[src/rtl/mem_port_arbiter.sv]
// mem_port_arbiter
//   Shares one single-port, word-wide memory (asynchronous read, single write
//   enable, no byte enables) between the instruction-fetch port and the
//   load/store data port. Data requests win by default. A fetch that has
//   lost arbitration STARVE_LIMIT consecutive times is forced to win.
//   Sub-word stores are done as a read-modify-write: the grant cycle reads
//   the word, and the following RMW_WR cycle writes back the merged word.
//
// Ports
//   clk, reset        clock, asynchronous active-high reset
//   if_req/if_addr    fetch request and byte address (held until if_gnt)
//   if_gnt            fetch accepted this cycle
//   if_rvalid/rdata   fetch response, one cycle after if_gnt
//   d_req/d_we/d_addr/d_wdata/d_be
//                     data request (held until d_gnt); d_be applies to stores
//   d_gnt             data request accepted this cycle
//   d_rvalid/d_rdata  load response, one cycle after d_gnt
//   d_ack             store committed (or dropped for d_be == 0) this cycle
//   busy              high during the RMW write-back cycle
//   mem_addr/mem_wdata/mem_rw/mem_rdata
//                     memory interface; mem_rdata is combinational from mem_addr

module mem_port_arbiter #(
  parameter int unsigned ADDR_WIDTH   = 32,
  parameter int unsigned STARVE_LIMIT = 4
) (
  input  logic                  clk,
  input  logic                  reset,

  input  logic                  if_req,
  input  logic [ADDR_WIDTH-1:0] if_addr,
  output logic                  if_gnt,
  output logic                  if_rvalid,
  output logic [31:0]           if_rdata,

  input  logic                  d_req,
  input  logic                  d_we,
  input  logic [ADDR_WIDTH-1:0] d_addr,
  input  logic [31:0]           d_wdata,
  input  logic [3:0]            d_be,
  output logic                  d_gnt,
  output logic                  d_rvalid,
  output logic [31:0]           d_rdata,
  output logic                  d_ack,
  output logic                  busy,

  output logic [ADDR_WIDTH-1:0] mem_addr,
  output logic [31:0]           mem_wdata,
  output logic                  mem_rw,
  input  logic [31:0]           mem_rdata
);

  localparam int unsigned CW = (STARVE_LIMIT < 1) ? 1 : $clog2(STARVE_LIMIT + 1);
  localparam logic [CW-1:0] STARVE_MAX = CW'(STARVE_LIMIT);

  typedef enum logic {
    IDLE,
    RMW_WR
  } state_t;

  state_t                state;
  logic [CW-1:0]         starve_cnt;
  logic [ADDR_WIDTH-1:0] rmw_addr;
  logic [31:0]           rmw_data;

  logic                  in_idle;
  logic                  in_rmw;
  logic                  fetch_win;
  logic                  data_win;
  logic                  load_gnt;
  logic                  store_full;
  logic                  store_sub;
  logic                  store_none;
  logic [31:0]           merged;

  // Grants, memory controls and d_ack must respond in the same cycle as the
  // request because the memory read is asynchronous, so they are decoded
  // from the registered state. Gating with reset forces every output low
  // the moment reset rises, regardless of the request inputs.
  always_comb begin
    in_idle    = (state == IDLE) && !reset;
    in_rmw     = (state == RMW_WR) && !reset;

    fetch_win  = in_idle && if_req && (!d_req || (starve_cnt == STARVE_MAX));
    data_win   = in_idle && d_req && !fetch_win;

    load_gnt   = data_win && !d_we;
    store_full = data_win && d_we && (d_be == 4'b1111);
    store_none = data_win && d_we && (d_be == 4'b0000);
    store_sub  = data_win && d_we && !store_full && !store_none;

    merged = '0;
    for (int unsigned i = 0; i < 4; i++) begin
      merged[8*i +: 8] = d_be[i] ? d_wdata[8*i +: 8] : mem_rdata[8*i +: 8];
    end

    if_gnt    = fetch_win;
    d_gnt     = data_win;
    busy      = in_rmw;
    d_ack     = store_full || store_none || in_rmw;
    mem_rw    = store_full || in_rmw;
    mem_wdata = in_rmw ? rmw_data : d_wdata;

    if (in_rmw) begin
      mem_addr = rmw_addr;
    end else if (fetch_win) begin
      mem_addr = if_addr;
    end else begin
      mem_addr = d_addr;
    end
  end

  always_ff @(posedge clk or posedge reset) begin
    if (reset) begin
      state      <= IDLE;
      starve_cnt <= '0;
      rmw_addr   <= '0;
      rmw_data   <= '0;
      if_rvalid  <= 1'b0;
      if_rdata   <= '0;
      d_rvalid   <= 1'b0;
      d_rdata    <= '0;
    end else begin
      if_rvalid <= fetch_win;
      if (fetch_win) begin
        if_rdata <= mem_rdata;
      end

      d_rvalid <= load_gnt;
      if (load_gnt) begin
        d_rdata <= mem_rdata;
      end

      // Counts every cycle a pending fetch is passed over, including the
      // RMW write-back cycle where no grant is possible at all.
      if (!if_req || fetch_win) begin
        starve_cnt <= '0;
      end else if (starve_cnt != STARVE_MAX) begin
        starve_cnt <= starve_cnt + 1'b1;
      end

      case (state)
        IDLE: begin
          if (store_sub) begin
            state    <= RMW_WR;
            rmw_addr <= d_addr;
            rmw_data <= merged;
          end
        end
        RMW_WR: begin
          state <= IDLE;
        end
        default: begin
          state <= IDLE;
        end
      endcase
    end
  end

endmodule

[config.mk]
export PLATFORM = sky130hd
export DESIGN_NAME = mem_port_arbiter
export DESIGN_NICKNAME = d
export VERILOG_FILES = /design/src/rtl/mem_port_arbiter.sv
export SDC_FILE = /design/constraint.sdc
export NUM_CORES = 1
export LEC_CHECK = 0
export CELL_PAD_IN_SITES_DETAIL_PLACEMENT = 0
export CELL_PAD_IN_SITES_GLOBAL_PLACEMENT = 1
export CORE_MARGIN = 2
export CORE_UTILIZATION = 34
export CTS_BUF_LIST = sky130_fd_sc_hd__clkbuf_4
export CTS_CLUSTER_DIAMETER = 30
export DETAILED_ROUTE_END_ITERATION = 6
export HOLD_SLACK_MARGIN = 0.05
export PLACE_DENSITY = 0.8
export SKIP_CTS_REPAIR_TIMING = 1
export SYNTH_ARGS = -nofsm -noshare
export SYNTH_HDL_FRONTEND = slang
export SYNTH_SLANG_ARGS = --single-unit
export TNS_END_PERCENT = 20
[constraint.sdc]
create_clock -name clk -period 6.7 [get_ports clk]
set_clock_uncertainty 0.2 [all_clocks]
set_input_delay 1.005 -clock clk [delete_from_list [all_inputs] [get_ports clk]]
set_output_delay 1.005 -clock clk [all_outputs]
set_load 0.01 [all_outputs]
==> key figures <==
Timing
  • TNS Setup: 0 ns
  • Setup repair after global routing missed its margin: no
  • Fin worst setup slack: 1.576 ns
  • Achievable frequency: 195.1 MHz
  • Worst Max-Slew Pin Slew: 1.095 ns
  • Slew headroom: 26.99%
  • Final count of pins violating max slew: 0
  • Portion of the clock cycle consumed by the worst path in the final layout: 76.49%
  • Number of failing setup endpoints in the final timing report: 0
  • Count of final hold-check violations: 0
  • Minimum clock period after layout: 5.125 ns

GRT
  • Aggregate global-route resource usage: 20.05%
  • Maximum number of pins on one net before global-route repair: 72
  • Global-route wire length before repair: 33.78 mm
  • Global-route congestion overflow total: 0
  • Number of global-route vias before repair: 5912
  • Number of antenna violations at the first check in global routing: 0

Logic synthesis
  • Post-synth top area share: 48.84%
  • Count of synthesis-stage warnings from yosys: 0
  • Total standard cell area after synthesis: 6865 µm²
  • Sequential cell area fraction in the yosys report: 48.84%
  • Unique masters post-synth: 25
  • Biggest area consumer among synthesized cells: dfrtp_1
  • Top post-synthesis cells by area: dfrtp_1, mux2_4, nand2_1, mux2_2, a21oi_1
  • Post-Synthesis Net Count: 797
  • Average size of a mapped cell: 10.43 µm²
  • Synthesized instance count: 658
  • Number of synthesized register bits: 134

Critical path
  • Crit Reg-Reg Endpoint: rmw_addr[24]
  • Cell-by-cell trace of the critical path: clkdlybuf4s50_1 -> inv_6 -> nand2_2 -> inv_2 -> buf_4 -> nand2_1 -> nand2_1 -> clkdlybuf4s50_1
  • Crit path to: mem_wdata[25]
  • Critical Path End Type: output port
  • Delay of the slowest cell on the worst path: 0.79 ns
  • Worst endpoint required time: 5.49 ns
  • Largest fanout of any net on the critical path: 65
  • Startpoint types: primary input
  • Worst setup path start: reset
  • Slowest CP cell: inv_2
  • Kind of critical path: in -> out
  • Worst reg2reg path depth: 7
  • Critical path arrival: 3.92 ns
  • Register-to-register setup slack: 3.99 ns
  • Crit Reg-Reg Startpoint: starve_cnt[0]

Power
  • Part of the power in the clock network: 22.8%
  • Cell Pwr Density: 242.1 nW/µm²
  • Post-layout total power: 2415 µW
  • Pint: 1706 µW
  • Seq pwr share: 45.4%
  • IR drop worst, VDD: 0.2055 mV
  • Net switching power: 709.0 µW
  • Combinational Power Share: 31.8%
  • Leakage component of the power: 0.004494 µW
  • Sw frac: 29.36%

Detailed routing
  • Wire per inst: 17.55 µm
  • Vias post-DR: 5590
  • Number of detailed-route iterations in the first pass: 4
  • Met1 wire length: 9.620 mm
  • Remaining design rule violation count: 0
  • Highest Signal Layer: met4
  • DRT Wirelength: 20.92 mm
  • Amount of wire on met2 after detailed routing: 9.506 mm
  • Number of vias per cell: 4.690
  • Post-route antenna net violation count: 0
  • Met3 Routed Length: 1.547 mm
  • 1st-iter DRT viols: 237

Die
  • DIE HEIGHT: 146.1 µm
  • Initial core utilization: 34.93%
  • Std cell rows: 51
  • Overall die width: 146.1 µm
  • Die area: 21350 µm²
  • Number of I/O pins: 272
  • Floorplan core area: 19650 µm²

Final layout
  • Number of standard cells in the layout, taps in and fillers out: 1192
  • Diodes inserted: 0
  • Top library cells by usage in the layout, fill and taps aside: clkdlybuf4s50_1, nand2_1, dfrtp_1, mux2_4, a21oi_1
  • Layout-stage area growth over the synthesis result: 45.27%
  • Share of final-layout standard cells stronger than drive strength 1: 19.42%
  • Commonest non-fill, non-tap cell in the layout: clkdlybuf4s50_1
  • Post-route core utilization: 50.74%
  • Final #Nets: 1053

Clock network
  • CTS Buf Count: 17
  • Sink count of the clock tree: 134
  • Source-to-sink clock delay at the later pin of the worst-skew pair: 0.52 ns
  • H-tree depth: 4
  • Reg clk slew, reported paths: 0.14 ns
  • Root buffer selected by CTS: clkbuf_4
  • TritonCTS clock tree: built
  • Maximum buffer depth of the clock tree: 2

Place
  • Cell total after placement: 1160
  • Worst slack at placement: 1.517 ns
  • Detailed Place HPWL: 13.94 mm
  • PortBufs: 271
  • Final estimated routing congestion in global placement: 0.8067

Hold path
  • Class of the most critical hold timing path: reg -> reg

Outcome
  • Run status: finished, final reports clean

Job
  • Max-cap violations: 0
[power groups by stage]
| stage | Clock, µW | Sequential, µW | Combinational, µW |
|---|---|---|---|
| 2_1_floorplan | 0 | 1130 | 353 |
| 3_3_place_gp | 0 | 1100 | 768 |
| 3_5_place_dp | 0 | 1110 | 774 |
| 4_1_cts | 578 | 1100 | 778 |
| 5_1_grt | 614 | 1120 | 826 |
| 6_report | 552 | 1100 | 768 |
[sequential cells by signal, indices dropped and copies added (netlist names)]
name,count
d_rdata,32
d_rvalid,1
if_rdata,32
if_rvalid,1
rmw_addr,32
rmw_data,32
starve_cnt,3
state,1
[area by class of cell]
class | count | area [µm²]
inverter | 6 | 27.53
fill | 1875 | 9681
tap | 265 | 331.6
clock inverter | 14 | 150.1
timing repair buffer | 280 | 2780
clock buffer | 18 | 135.1
multi-input combinational | 475 | 3196
sequential | 134 | 3353
[synth_stat cells]
cell        n
buf_1       9
a21oi_1    65
inv_2       1
nor3_2      1
buf_4       3
nor3_1      1
ha_1        2
o21ai_0     2
nand3_1     3
nand4_1     2
inv_1       5
a21bo_2     1
mux2_4     73
buf_12      5
buf_2       7
nor2_1     37
buf_6       6
and3_4      1
dfrtp_1   134
nor2b_4     1
nand2_1   229
nor4_4      1
mux2_2     55
clkbuf_1   13
xnor2_1     1
[stage by stage]
stage | cell area (µm²) | hold slack [ns]
2_1_floorplan | 6865 | 0.2805
3_3_place_gp | 9688 | 0.2571
3_5_place_dp | 9688 | 0.2621
4_1_cts | 9973 | 0.2958
5_1_grt | 9973 | 0.3049
6_report | 9973 | 0.2885
[cell families (layout without fill, tap and decap cells)]
family                     Yosys count  in the layout  synth area share (%)
adders and majority gates            2              2                0.3644
buffers and inverters               49            318                 4.811
and+or+nand+nor                    276            276                 15.84
AOI/OAI and AO/OA                   68             68                 5.030
xor gates and xnor gates             1              1                0.1276
DFF                                134            134                 48.84
muxes                              128            128                 24.99
[worst min path at each step]
| stage | to | start | cells past startpoint | slack [ns] |
|---|---|---|---|---|
| 3_3_place_gp | if_rdata[21] | if_rdata[21] | 2 | 0.26 |
| 3_5_place_dp | if_rdata[8] | if_rdata[8] | 2 | 0.26 |
| 2_1_floorplan | rmw_data[10] | rmw_data[10] | 1 | 0.28 |
| 6_report | if_rdata[21] | if_rdata[21] | 2 | 0.29 |
| 5_1_grt | if_rdata[21] | if_rdata[21] | 2 | 0.30 |
| 4_1_cts | if_rdata[27] | if_rdata[27] | 2 | 0.30 |
[per-layer routing]
metal | vias up | global-route usage (%)
met3 | 15 | 6.563
li1 | 2687 | -
met2 | 193 | 32.15
met4 | 0 | 4.417
met5 | - | 0
met1 | 2695 | 26.61
[worst max-delay path, delay by kind of cell]
kind | cells | cell delay (ns)
buffers and inverters | 5 | 2.60
AND/OR/NAND/NOR | 3 | 0.24
No activity file was read; power rests on OpenSTA's default activity.
